File: src/rtl/keccak_lane_if.sv
// Lane-stream bundle between a block source, the lane transmitter and the
// serial-in state loader.
interface keccak_lane_if #(
   parameter int LANE_W    = 64,
   parameter int NUM_LANES = 25,
   parameter int IDX_W     = 5
);
   logic [LANE_W*NUM_LANES-1:0] blk_in;
   logic                        blk_valid;
   logic                        blk_ready;
   logic [LANE_W-1:0]           lane_out;
   logic                        lane_valid;
   logic                        lane_ready;
   logic [IDX_W-1:0]            lane_idx;
   logic                        lane_first;
   logic                        lane_last;
   logic                        busy;

   modport master (
      input  blk_in, blk_valid, lane_ready,
      output blk_ready, lane_out, lane_valid, lane_idx, lane_first, lane_last, busy
   );

   modport slave (
      output blk_in, blk_valid, lane_ready,
      input  blk_ready, lane_out, lane_valid, lane_idx, lane_first, lane_last, busy
   );
endinterface

File: src/rtl/keccak_lane_tx.sv
// Lane transmitter: captures a 1600-bit block and streams it as 25 lanes,
// lane 0 first, then holds an idle gap while the permutation runs.
module keccak_lane_tx #(
   parameter int LANE_W     = 64,
   parameter int NUM_LANES  = 25,
   parameter int IDX_W      = 5,
   parameter int GAP_CYCLES = 24
) (
   input  logic          clk,
   input  logic          rst,
   keccak_lane_if.master bus
);
   localparam int BLK_W = LANE_W * NUM_LANES;
   localparam int GAP_W = (GAP_CYCLES > 1) ? $clog2(GAP_CYCLES + 1) : 1;
   localparam logic [IDX_W-1:0] LAST_IDX = IDX_W'(NUM_LANES - 1);
   localparam logic [GAP_W-1:0] GAP_LOAD = GAP_W'(GAP_CYCLES);

   typedef enum logic [1:0] {
      IDLE = 2'd0,
      SEND = 2'd1,
      GAP  = 2'd2
   } state_t;

   state_t            state_r;
   state_t            state_s;
   logic [BLK_W-1:0]  shreg_r;
   logic [IDX_W-1:0]  lane_cnt_r;
   logic [GAP_W-1:0]  gap_cnt_r;
   logic              blk_fire_s;
   logic              lane_fire_s;
   logic              last_fire_s;
   logic              send_s;

   // State register.
   always_ff @(posedge clk or posedge rst) begin
      if (rst) begin
         state_r <= IDLE;
      end else begin
         state_r <= state_s;
      end
   end

   // Next-state decode and handshake strobes.
   always_comb begin
      state_s     = state_r;
      blk_fire_s  = 1'b0;
      lane_fire_s = 1'b0;
      last_fire_s = 1'b0;
      case (state_r)
         IDLE: begin
            blk_fire_s = bus.blk_valid & ~rst;
            if (blk_fire_s) begin
               state_s = SEND;
            end else begin
               state_s = IDLE;
            end
         end
         SEND: begin
            lane_fire_s = bus.lane_ready;
            last_fire_s = bus.lane_ready & (lane_cnt_r == LAST_IDX);
            if (last_fire_s) begin
               // A zero gap returns straight to IDLE so blocks run back to back.
               if (GAP_CYCLES == 0) begin
                  state_s = IDLE;
               end else begin
                  state_s = GAP;
               end
            end else begin
               state_s = SEND;
            end
         end
         GAP: begin
            if (gap_cnt_r <= GAP_W'(1)) begin
               state_s = IDLE;
            end else begin
               state_s = GAP;
            end
         end
         default: begin
            state_s = IDLE;
         end
      endcase
   end

   // Block shift register and lane counter; the low lane is always the one on the wire.
   always_ff @(posedge clk or posedge rst) begin
      if (rst) begin
         shreg_r    <= {BLK_W{1'b0}};
         lane_cnt_r <= {IDX_W{1'b0}};
      end else if (blk_fire_s) begin
         shreg_r    <= bus.blk_in;
         lane_cnt_r <= {IDX_W{1'b0}};
      end else if (lane_fire_s) begin
         shreg_r <= shreg_r >> LANE_W;
         if (last_fire_s) begin
            lane_cnt_r <= {IDX_W{1'b0}};
         end else begin
            lane_cnt_r <= lane_cnt_r + IDX_W'(1);
         end
      end else begin
         shreg_r    <= shreg_r;
         lane_cnt_r <= lane_cnt_r;
      end
   end

   // Idle-gap down-counter.
   always_ff @(posedge clk or posedge rst) begin
      if (rst) begin
         gap_cnt_r <= {GAP_W{1'b0}};
      end else if (last_fire_s) begin
         gap_cnt_r <= GAP_LOAD;
      end else if ((state_r == GAP) && (gap_cnt_r != {GAP_W{1'b0}})) begin
         gap_cnt_r <= gap_cnt_r - GAP_W'(1);
      end else begin
         gap_cnt_r <= gap_cnt_r;
      end
   end

   assign send_s         = (state_r == SEND);
   assign bus.blk_ready  = (state_r == IDLE) & ~rst;
   assign bus.lane_valid = send_s;
   assign bus.lane_out   = send_s ? shreg_r[LANE_W-1:0] : {LANE_W{1'b0}};
   assign bus.lane_idx   = lane_cnt_r;
   assign bus.lane_first = send_s & (lane_cnt_r == {IDX_W{1'b0}});
   assign bus.lane_last  = send_s & (lane_cnt_r == LAST_IDX);
   assign bus.busy       = (state_r != IDLE);

endmodule

File: src/flat_wrapper.sv
// flat-port wrapper written by rule: the top's interface ports become plain ports
module keccak_lane_tx_flat 
#(
   parameter int LANE_W     = 64,
   parameter int NUM_LANES  = 25,
   parameter int IDX_W      = 5,
   parameter int GAP_CYCLES = 24
)
  (clk, rst, bus_blk_in, bus_blk_valid, bus_lane_ready, bus_blk_ready, bus_lane_out, bus_lane_valid, bus_lane_idx, bus_lane_first, bus_lane_last, bus_busy);
  keccak_lane_if #(.LANE_W(LANE_W), .NUM_LANES(NUM_LANES), .IDX_W(IDX_W)) bus_i ();
  input  logic clk;
  input  logic rst;
  input wire logic [$bits(bus_i.blk_in)-1:0] bus_blk_in;
  input wire logic [$bits(bus_i.blk_valid)-1:0] bus_blk_valid;
  input wire logic [$bits(bus_i.lane_ready)-1:0] bus_lane_ready;
  output wire logic [$bits(bus_i.blk_ready)-1:0] bus_blk_ready;
  output wire logic [$bits(bus_i.lane_out)-1:0] bus_lane_out;
  output wire logic [$bits(bus_i.lane_valid)-1:0] bus_lane_valid;
  output wire logic [$bits(bus_i.lane_idx)-1:0] bus_lane_idx;
  output wire logic [$bits(bus_i.lane_first)-1:0] bus_lane_first;
  output wire logic [$bits(bus_i.lane_last)-1:0] bus_lane_last;
  output wire logic [$bits(bus_i.busy)-1:0] bus_busy;
  assign bus_i.blk_in = bus_blk_in;
  assign bus_i.blk_valid = bus_blk_valid;
  assign bus_i.lane_ready = bus_lane_ready;
  assign bus_blk_ready = bus_i.blk_ready;
  assign bus_lane_out = bus_i.lane_out;
  assign bus_lane_valid = bus_i.lane_valid;
  assign bus_lane_idx = bus_i.lane_idx;
  assign bus_lane_first = bus_i.lane_first;
  assign bus_lane_last = bus_i.lane_last;
  assign bus_busy = bus_i.busy;
  keccak_lane_tx #(.LANE_W(LANE_W), .NUM_LANES(NUM_LANES), .IDX_W(IDX_W), .GAP_CYCLES(GAP_CYCLES)) u_core (.clk(clk), .rst(rst), .bus(bus_i));
endmodule
File: config.mk
export PLATFORM = sky130hd
export DESIGN_NAME = keccak_lane_tx_flat
export DESIGN_NICKNAME = d
export VERILOG_FILES = /design/src/rtl/keccak_lane_if.sv /design/src/rtl/keccak_lane_tx.sv /design/src/flat_wrapper.sv
export SDC_FILE = /design/constraint.sdc
export NUM_CORES = 2
export LEC_CHECK = 0
export BUFFER_PORTS_ARGS = -buffer_cell sky130_fd_sc_hd__buf_2
export CAP_MARGIN = 20
export CORE_AREA = 2 2 656 658
export DETAILED_ROUTE_END_ITERATION = 6
export DIE_AREA = 0 0 658 660
export GPL_TIMING_DRIVEN = 1
export PLACE_DENSITY = 0.32
export REMOVE_ABC_BUFFERS = 1
export SLEW_MARGIN = 0
export SYNTH_ARGS = -nofsm -noshare
export SYNTH_HDL_FRONTEND = slang
export SYNTH_SLANG_ARGS = --single-unit
File: constraint.sdc
create_clock -name clk -period 143 [get_ports clk]
set_input_delay 7.15 -clock clk [delete_from_list [all_inputs] [get_ports clk]]
set_output_delay 7.15 -clock clk [all_outputs]
set_load 0.02 [all_outputs]
# --- Yosys cells after proc, flatten, opt, wreduce, memory -nomap -nowiden ---
# Index checks and enable logic that the tools add are counted.
# W data, S select, Z words.
op_classes:
  n_mux: 15
  n_eq_ne: 3
  addsub: 2
  n_bitwise: 6
  n_reduce_logical: 7
  order_cmp: 1
op_table:
  columns: ["op", "n"]
  rows:
  - ["$mux W1600", 2]
  - ["$mux W64", 1]
  - ["$mux W5", 5]
  - ["$pmux W2 S3", 1]
  - ["$reduce_bool A2 Y1", 3]
  - ["$add A5 B1 Y5 const B", 1]
  - ["$and A1 B1 Y1", 5]
  - ["$eq A5 B5 Y1 const B", 1]
  - ["$le A5 B1 Y1 const B", 1]
  - ["$logic_not A5 Y1", 1]
  - ["$reduce_bool A5 Y1", 1]
  - ["$sub A5 B1 Y5 const B", 1]
  - ["$mux W1", 4]
  - ["$mux W2", 2]
  - ["$eq A2 B1 Y1 const B", 1]
  - ["$eq A2 B2 Y1 const B", 1]
  - ["$logic_not A2 Y1", 1]
  - ["$logic_and A1 B1 Y1", 1]
  - ["$not A1 Y1", 1]
word_totals:
  in_bits: 1604
  regBits: 1612
  output_inout_bits: 74
  wordCells: 38

# --- Logic depth before layout (Yosys ltp) ---
depth:
  ltp_word: 6
  ltp_mapped: 8
  depth_no_buf: 5

# --- Worst setup path before layout ---
# No wires, ideal clock.
synth_path:
  kind: "input port to output port"
  startpoint: "input rst"
  endpoint: "output bus_blk_ready"
  setup_slack_ns: 128.407
  arrival_time_ns: 7.443
  path_stages: 1
  n_path_buf: 0
  required_time_ns: 135.850
  path_cell_list: "nor2_1"
synth_between:
  elab_chain_len: 2
synth_rtl:
  columns: ["element", "line_no", "rtl"]
  rows:
  - ["start: declaration", "flat_wrapper.sv:12", "input logic rst;"]
  - ["$not A1 Y1", "keccak_lane_tx.sv:120", "assign bus.blk_ready = (state_r == IDLE) & ~rst;"]
  - ["$and A1 B1 Y1", "keccak_lane_tx.sv:120", null]
  - ["end: declaration", "flat_wrapper.sv:16", "output wire logic [$bits(bus_i.blk_ready)-1:0] bus_blk_ready;"]
# Every way passes these cells.

# --- Worst setup path after layout ---
# Ends and elaborated chain as after synthesis.

==> results.sh <==
export IMPL_drt_drc_violations_left=0
export IMPL_worst_setup_path_start_kind="input pin"
export IMPL_dieArea_mm2=0.434
export IMPL_powerDensity_mw_per_mm2=20.7
export IMPL_syn_to_final_growth_pct=29.0
export IMPL_worst_slew_pin_slew_ns=1.22
export IMPL_clock_skew_ns=0.0628
export IMPL_synth_cell_types=43
export IMPL_synth_seq_cells=1612
export IMPL_vias_per_cell=4.21
export IMPL_cp_data_arrival_time_ns=7.59
export IMPL_synthTopCellsByCount="dfrtp_1, inv_1, a22oi_1, o21ai_0, o21ai_1"
export IMPL_postCtsSetupBuffers=0
export IMPL_required_ns=135.85
export IMPL_ant_nets=0
export IMPL_path_max_fanout=4
export IMPL_setup_viol=0
export IMPL_fillers=47600
export IMPL_dieHeight_um=660
export IMPL_cts_sinks=1612
export IMPL_synth_top_area_share_pct=57.5
export IMPL_rsz0062_at_grt="false"
export IMPL_grt_pass1_vias=60900
export IMPL_finalNetCount=10300
export IMPL_synth_most_common_cell="dfrtp_1"
export IMPL_yosysWarningCount=0
export IMPL_slew_headroom_pct=18.6
export IMPL_cts_tree="built"
export IMPL_synthTopCellsByArea="dfrtp_1, a22oi_1, inv_1"
export IMPL_critPathSlowestCell="buf_2"
export IMPL_drt_iter0_markers=4610
export IMPL_drtPass1Iterations=5
export IMPL_cts_root_buf="clkbuf_16"
export IMPL_max_freq_mhz=67.8
export IMPL_dp_hpwl_um=262000
export IMPL_wl_um=355000
export IMPL_cp_end_kind="output port"
export IMPL_clk_pin_slew_worst_paths_ns=0.06
export IMPL_synth_area_per_cell_um2=9.71
export IMPL_start_util_pct=16.4
export IMPL_synth_edff_count=0
export IMPL_fin_crit_ns=14.74
export IMPL_port_buffers=1677
export IMPL_layout_setup_ws_ns=128.26
export IMPL_fin_setup_tns_ns=0
export IMPL_insertion_delay_ns=0.90
export IMPL_grt_total_usage_pct=15.6
export IMPL_ir_worst_vdd_mv=0.0106
export IMPL_io_pins=1678
export IMPL_p_leak_nw=40.6
export IMPL_preCtsSetupSlack_ns=128.25
export IMPL_die_w_um=658
export IMPL_finalCritPeriodShare_pct=10.3
export IMPL_grt_max_degree=184
export IMPL_core_area_mm2=0.427
export IMPL_cts_buffers=211
export IMPL_hold_violations=0
export IMPL_yosysSeqAreaShare_pct=57.5
export IMPL_ys_async_sr_fraction_pct=100
export IMPL_post_cts_resized=0
export IMPL_grt_overflow=0
export IMPL_grt_pass1_wl_um=488000
export IMPL_postCtsHoldBufs=0
export IMPL_path_cells="buf_2 -> nor2_1 -> buf_2"
export IMPL_netlist_area_mm2=0.0701
export IMPL_cts_path_max_buffers=4
export IMPL_yosys_area_top_type="dfrtp_1"
export IMPL_vias=61400
export IMPL_synth_ff_type="dfrtp_1"
export IMPL_crit_type="in -> out"
export IMPL_drive_gt1_share_pct=23.9
export IMPL_htreeDepth=4
export IMPL_hold_path_class="reg -> reg"
export IMPL_syn_inst=7218
export IMPL_finalMaxSlewViolations=0
export IMPL_maxCapViolCount=0
export IMPL_antenna_found_initial=574
export IMPL_max_stage_delay_ns=0.17
export IMPL_status="complete, no violations"
export IMPL_wl_per_cell_um=24.3
export IMPL_cp_common_cell="buf_2"
export IMPL_rows=240
export IMPL_place_congestion=0.851
## layer usage
layer	vias to the layer above	GRT usage, %	share of wire [%]
met5	-	0	0.31
met4	176	5.13	4.0
met3	1234	4.01	6.3
met2	2392	26.0	47
met1	29800	19.7	42
li1	27700	-	-
## flip-flops by register name (all words and copies together), names as in the netlist
name                 flops
u_core.shreg_r        1600
u_core.bus.lane_idx      5
u_core.gap_cnt_r         5
u_core.state_r           2
## through the flow
stage	area, um^2	hold slack [ns]	util [%]	total power [mW]	std cells
after floorplan	67100	0.466	-	1.34	6660
after global placement	83600	0.481	19.6	1.35	14100
after detailed placement	83600	0.484	19.6	1.36	14100
after CTS	90200	0.446	21.1	1.91	14500
after global routing	90400	0.489	21.2	2.02	14600
final	90500	0.453	21.2	1.87	14600
## placed cells by master (no fill, tap or decap), types with 3 or more instances in the layout
cell type,Yosys,final
buf_2,296,1677
dfrtp_1,1612,1612
inv_1,1423,1422
a22oi_1,1417,1417
o21ai_0,833,833
o21ai_1,586,586
nand2_1,372,372
clkbuf_16,0,212
nor2_1,124,124
a31oi_1,121,121
diode_2,0,102
buf_4,27,92
nand3_1,69,69
and2_1,64,64
clkbuf_1,146,54
clkbuf_8,0,46
clkinv_2,0,32
buf_12,2,11
inv_6,0,5
a21oi_1,4,4
ha_1,4,4
a311oi_1,3,3
inv_16,0,3
bufinv_16,0,3
clkinvlp_4,0,3
## area by class of cell
type                    instances  area, um^2  area share [%]
well taps                    5687        7120            7.87
repair buffers               1782        9360            10.3
inverters                    1423        5350            5.91
multi-input cells            3625       21500            23.7
clock buffers                 312        6140            6.79
diodes                        102         255           0.282
clock inverters                51         457           0.505
flip-flops and latches       1612       40300            44.6
## cell families after synthesis
kind of cell / count (synthesis) / share of synthesized area (%)
and+or+nand+nor: 648 / 3.93
DFF: 1612 / 57.5
muxes: 1 / 0.0161
adders and majority gates: 4 / 0.0714
AOI/OAI and AO/OA: 2972 / 26.5
buffers and inverters: 1981 / 11.9
## power breakdown
part	internal, mW	leakage [nW]	switching (mW)
Clock	0.301	3.26	0.224
Combinational	0.186	16.3	0.349
Sequential	0.670	21.0	0.145
Total	1.16	40.6	0.718
## worst max-delay path, delay by kind of cell
kind / cells / cell delay, ns
AND/OR/NAND/NOR: 1 / 0.12
buffers and inverters: 2 / 0.32
## worst paths after layout
path                            slack (ns)                start  depth (start not counted)                      to
min in group asynchronous             6.34                  rst                          2  u_core.bus.lane_idx[4]
worst min register to register        0.45  u_core.shreg_r[346]                          2     u_core.shreg_r[282]
worst max register to register      135.46    u_core.state_r[1]                          9     u_core.shreg_r[858]
max in group asynchronous           131.93                  rst                          7    u_core.shreg_r[1495]
worst min-delay path                  0.45  u_core.shreg_r[346]                          2     u_core.shreg_r[282]
worst max-delay path                128.26                  rst                          3           bus_blk_ready
(Power assumes the default switching activity.)
